**config.mk**
```make
export PLATFORM = sky130hd
export DESIGN_NAME = lzd_normalizer_seq
export DESIGN_NICKNAME = d
export VERILOG_FILES = /design/src/rtl/lzd_normalizer_seq.sv
export SDC_FILE = /design/constraint.sdc
export NUM_CORES = 1
export LEC_CHECK = 0
export ABC_CLOCK_PERIOD_IN_PS = 4500
export BUFFER_PORTS_ARGS = -buffer_cell sky130_fd_sc_hd__buf_2
export CORE_ASPECT_RATIO = 1.4
export CORE_MARGIN = 1.5
export CORE_UTILIZATION = 39
export DETAILED_ROUTE_END_ITERATION = 7
export GPL_ROUTABILITY_DRIVEN = 0
export SLEW_MARGIN = 5
export SYNTH_ARGS = -nofsm -noshare
export SYNTH_HDL_FRONTEND = slang
export SYNTH_SLANG_ARGS = --single-unit
```
**constraint.sdc**
```tcl
create_clock -name clk -period 4.5 [get_ports clk]
set_clock_uncertainty 0.05 [all_clocks]
set_input_delay 0.9 -clock clk [delete_from_list [all_inputs] [get_ports clk]]
set_output_delay 0.9 -clock clk [all_outputs]
set_load 0.01 [all_outputs]
```
**src/rtl/lzd_normalizer_seq.sv**
```systemverilog
// Multi-cycle leading-zero detector / normaliser for the FP adder datapath.
// Scans a WIDTH-bit mantissa CHUNK bits per cycle from the MSB and returns the
// leading-zero count, the left-justified mantissa and an all-zero flag.
// Optional macro LZD_EARLY_ZERO_EN: an all-zero input (enable=1) skips the
// scan and completes one cycle after accept with the same result.
module lzd_normalizer_seq #(
  parameter int WIDTH = 24,
  parameter int CHUNK = 4,
  parameter int CNT_W = 8
) (
  input  logic             clk,
  input  logic             rst,
  input  logic [WIDTH-1:0] num,
  input  logic             enable,
  input  logic             in_valid,
  output logic             in_ready,
  output logic [CNT_W-1:0] count,
  output logic [WIDTH-1:0] norm,
  output logic             zero,
  output logic             out_valid,
  input  logic             out_ready
);

  // Number of chunks and the padded scan-register width.
  localparam int N     = (WIDTH + CHUNK - 1) / CHUNK;
  localparam int SW    = N * CHUNK;
  localparam int IDX_W = (N > 1) ? $clog2(N) : 1;

  typedef enum logic [1:0] {
    S_IDLE = 2'd0,
    S_SCAN = 2'd1,
    S_DONE = 2'd2
  } state_t;

  state_t           r_state;
  state_t           w_state_nxt;
  logic [SW-1:0]    r_sh;
  logic [CNT_W-1:0] r_cnt;
  logic [IDX_W-1:0] r_idx;
  logic [CNT_W-1:0] r_count;
  logic [WIDTH-1:0] r_norm;
  logic             r_zero;

  logic             w_accept;
  logic             w_out_hs;
  logic [CHUNK-1:0] w_top;
  logic             w_top_zero;
  logic [CNT_W-1:0] w_pos;
  logic [SW-1:0]    w_shifted;
  logic [WIDTH-1:0] w_norm_found;
  logic             w_last_chunk;
  logic             w_early_zero;

  assign w_accept     = in_valid && (r_state == S_IDLE);
  assign w_out_hs     = out_ready && (r_state == S_DONE);
  assign w_top        = r_sh[SW-1 -: CHUNK];
  assign w_top_zero   = (w_top == '0);
  assign w_last_chunk = (r_idx == IDX_W'(N - 1));
  assign w_shifted    = r_sh << w_pos;
  // Top WIDTH bits of the shifted register; padding bits drop off the bottom.
  assign w_norm_found = WIDTH'(w_shifted >> (SW - WIDTH));

`ifdef LZD_EARLY_ZERO_EN
  assign w_early_zero = (num == '0);
`else
  assign w_early_zero = 1'b0;
`endif

  // Priority-encode the first 1 in the top chunk (0 = chunk MSB).
  always_comb begin
    w_pos = '0;
    for (int i = CHUNK - 1; i >= 0; i--) begin
      if (w_top[CHUNK-1-i]) w_pos = CNT_W'(i);
    end
  end

  // Next-state logic for the IDLE / SCAN / DONE sequencer.
  always_comb begin
    w_state_nxt = r_state;
    case (r_state)
      S_IDLE: begin
        if (in_valid) begin
          if (!enable || w_early_zero) w_state_nxt = S_DONE;
          else                         w_state_nxt = S_SCAN;
        end
      end
      S_SCAN: begin
        if (!w_top_zero || w_last_chunk) w_state_nxt = S_DONE;
      end
      S_DONE: begin
        if (out_ready) w_state_nxt = S_IDLE;
      end
      default: w_state_nxt = S_IDLE;
    endcase
  end

  // State register.
  always_ff @(posedge clk) begin
    if (rst) r_state <= S_IDLE;
    else     r_state <= w_state_nxt;
  end

  // Scan datapath: shift register, running count and chunk index.
  always_ff @(posedge clk) begin
    if (rst) begin
      r_sh  <= '0;
      r_cnt <= '0;
      r_idx <= '0;
    end else if (w_accept) begin
      r_sh  <= SW'(num) << (SW - WIDTH);
      r_cnt <= '0;
      r_idx <= '0;
    end else if (r_state == S_SCAN && w_top_zero) begin
      r_sh  <= r_sh << CHUNK;
      r_cnt <= r_cnt + CNT_W'(CHUNK);
      r_idx <= r_idx + 1'b1;
    end
  end

  // Result registers, loaded when the sequencer enters DONE and held there.
  always_ff @(posedge clk) begin
    if (rst) begin
      r_count <= '0;
      r_norm  <= '0;
      r_zero  <= 1'b0;
    end else if (w_accept) begin
      if (!enable) begin
        r_count <= '0;
        r_norm  <= num;
        r_zero  <= 1'b0;
      end else if (w_early_zero) begin
        r_count <= CNT_W'(WIDTH);
        r_norm  <= '0;
        r_zero  <= 1'b1;
      end
    end else if (r_state == S_SCAN) begin
      if (!w_top_zero) begin
        r_count <= r_cnt + w_pos;
        r_norm  <= w_norm_found;
        r_zero  <= 1'b0;
      end else if (w_last_chunk) begin
        // Saturate at WIDTH rather than N*CHUNK when padding is present.
        r_count <= CNT_W'(WIDTH);
        r_norm  <= '0;
        r_zero  <= 1'b1;
      end
    end else if (w_out_hs) begin
      r_count <= r_count;
      r_norm  <= r_norm;
      r_zero  <= r_zero;
    end
  end

  assign in_ready  = (r_state == S_IDLE);
  assign out_valid = (r_state == S_DONE);
  assign count     = r_count;
  assign norm      = r_norm;
  assign zero      = r_zero;

endmodule
```
==> reports/results.tsv <==
stage	metric	value	unit
final_layout	layout.nets	535	
pwr	ir_worst_vdd	0.000239	V
yosys	synth_area_leaders	dfxtp_1, nor2_1, nand2_1	
floorplan	initial_core_util	0.405	
yosys	synth.cell_area	3700	µm²
cts	numClockSinks	68	
detailed_routing	drc_errors	4	
floorplan	core	9130	µm²
final_layout	final_cell_area	4290	µm²
hold_path	hold_class	reg2reg	
sta	slew_viol_final	0	
detailed_routing	num_vias	3680	
yosys	synth_seq_cells	68	
yosys	ys_seq_area_frac	0.368	
hold_path	whs_path_depth	2	
floorplan	die_w	85.3	µm
grt	grt-ovfl-total	0	
status	violations	design-rule violations	
sta	tightestPinTransition	1.23	ns
sta	final.setup.tns	0	ns
cts	postCtsSetupBuffers	0	
place	numPlacedInstances	599	
yosys	netlist_instances	466	
yosys	async_flop_share	0	
place	dp_slack	1.33	ns
floorplan	die_area	10100	µm²
status	outcome	complete, but fails checks	
final_layout	diodes	0	
place	dp_hpwl	6.99	mm
cts	cts_buffers	9	
sta	fin_crit	2.90	ns
sta	hold_ws	0.400	ns
floorplan	rows	41	
setup_path	crit_path_start	r_sh[22]	
cts	htreeDepth	3	
sta	fin_crit_sh	0.643	
grt	grt_start_max_net_pins	48	
cts	clkTransAtPathRegs	0.06	ns
setup_path	ff2ff_path_depth	5	
floorplan	io-pin-count	64	
sta	fmax	345	MHz
cts	cts_buffer_depth	2	
setup_path	worstPathArrival	3.09	ns
setup_path	rrSetupSlack	1.60	ns
grt	grt_usage	0.217	
yosys	synth_flop_cell	dfxtp_1	
detailed_routing	drt_pass1_iterations	7	
yosys	netlist-cell-type-count	47	
detailed_routing	drtAntennaViolNets	0	
yosys	yosysMostFrequentCell	nor2_1	
pwr	power_leakage	1.66	nW
yosys	synth.avg_cell_area	7.94	µm²
cts	insertion_delay	0.34	ns
job	maxCapViolCount	0	
setup_path	cp-end-kind	flop	
grt	grt_pass1_wl	17.4	mm
detailed_routing	avgViaCountPerCell	5.98	
sta	max-slew-margin-rel	0.180	
grt	grt_antenna_before_repair	0	
place	place_area	3990	µm²
final_layout	seq_area	1360	µm²
final_layout	multi_input_area	2120	µm²
sta	worst_slack	1.60	ns
yosys	syn_nets	498	
cts	tritoncts	yes	
setup_path	r2r-start	r_sh[22]	
final_layout	stdcell_count	615	
detailed_routing	first_iter_violations	308	
final_layout	area_growth	16.0	%
final_layout	nFillCells	929	
yosys	synth_edf_count	0	
pwr	powerDensity	426	nW/µm²
detailed_routing	avgRoutedWirePerCell	17.6	µm
yosys	synth_top_area_cell	dfxtp_1	
grt	grt_pass1_vias	3445	
sta	final-setup-viol-count	0	
yosys	synth_top_area_frac	0.368	
detailed_routing	routed_wl	10.8	mm
setup_path	reg2reg_to	r_sh[8]	
cts	ctsResizeCount	0	
final_layout	drive_gt1_frac	0.201	
setup_path	critPathCapture	r_sh[8]	
place	io_buffers	63	
floorplan	die_y	118	µm
setup_path	crit_fanout	28	
sta	hold_violations	0	
sta	rsz0062_at_grt	no	
cts	cts_root_buf	clkbuf_16	
cts	postCtsHoldBufs	0	
setup_path	worstSetupPathType	reg2reg	
yosys	synth_common_cells	nor2_1, nand2_1, dfxtp_1	
setup_path	cp-start-kind	flop	
yosys	yosys_warnings	0	
setup_path	cp_data_required_time	4.69	ns
## worst min-delay path by stage
stage	from	slack, ns	end
after CTS	count[1]	0.40	count[1]
after detailed placement	count[4]	0.40	count[4]
after global placement	count[5]	0.39	count[5]
after global routing	count[4]	0.42	count[4]
after floorplan	r_cnt[3]	0.41	r_cnt[3]
final	count[4]	0.40	count[4]
## power by group
part | switching (mW) | internal (mW) | leakage [nW] | total (mW)
logic | 0.220 | 0.156 | 0.958 | 0.377
clock network | 0.290 | 0.436 | 0.147 | 0.726
registers | 0.0713 | 0.653 | 0.558 | 0.724
## critical path, cell delays in order, from the launching register on
cell,delay [ns]
dfxtp_1,0.55
buf_4,0.31
nor4b_4,0.41
and2_1,1.03
nand2_1,0.15
a311oi_1,0.28
## sequential cells by signal (all words and copies together) (netlist names)
register	cells
count	8
r_cnt	6
r_idx	3
norm	24
zero	1
r_state	2
r_sh	24
## placed cells by master, fill, tap and decap left out, drive strengths merged, types with 3 or more instances in the layout
| cell | n |
|---|---|
| nor2 | 78 |
| nand2 | 69 |
| buf | 69 |
| dfxtp | 68 |
| nor2b | 24 |
| nor3 | 23 |
| o32a | 18 |
| a21oi | 18 |
| o22ai | 17 |
| o31a | 17 |
| a311oi | 17 |
| nand3 | 10 |
| a211oi | 9 |
| clkbuf | 9 |
| o21ai | 7 |
| inv | 6 |
| xor2 | 5 |
| o211ai | 5 |
| and2 | 3 |
| ha | 3 |
| nor3b | 3 |
## per-layer routing
metal	vias up	track usage	wire length, µm
met3	20	0.0412	586
met4	0	0.0756	229
met1	1765	0.270	4660
met5	-	0	0
li1	1747	-	-
met2	148	0.371	5330
## per-stage QoR
stage | utilization | total power [mW]
after CTS | 0.470 | 1.83
after global routing | 0.470 | 1.91
after floorplan | - | 0.995
final | 0.470 | 1.83
after detailed placement | 0.436 | 1.11
after global placement | 0.436 | 1.10
## logic make-up after synthesis
family                   after synthesis  synth area share
AND/OR/NAND/NOR                      223             0.294
AO/OA/AOI/OAI                        119             0.251
flip-flops                            68             0.368
buffers and inverters                 46            0.0606
XOR/XNOR                               7            0.0166
adder cells (fa/ha/maj)                3            0.0101
## layout make-up
| type | count | share of cell area |
|---|---|---|
| multi-input cells | 352 | 0.494 |
| flip-flops and latches | 68 | 0.317 |
| repair buffers | 69 | 0.0840 |
| clock buffers | 9 | 0.0525 |
| well taps | 107 | 0.0312 |
| clock inverters | 7 | 0.0190 |
| inverters | 3 | 0.00262 |
(Power assumes the default switching activity.)
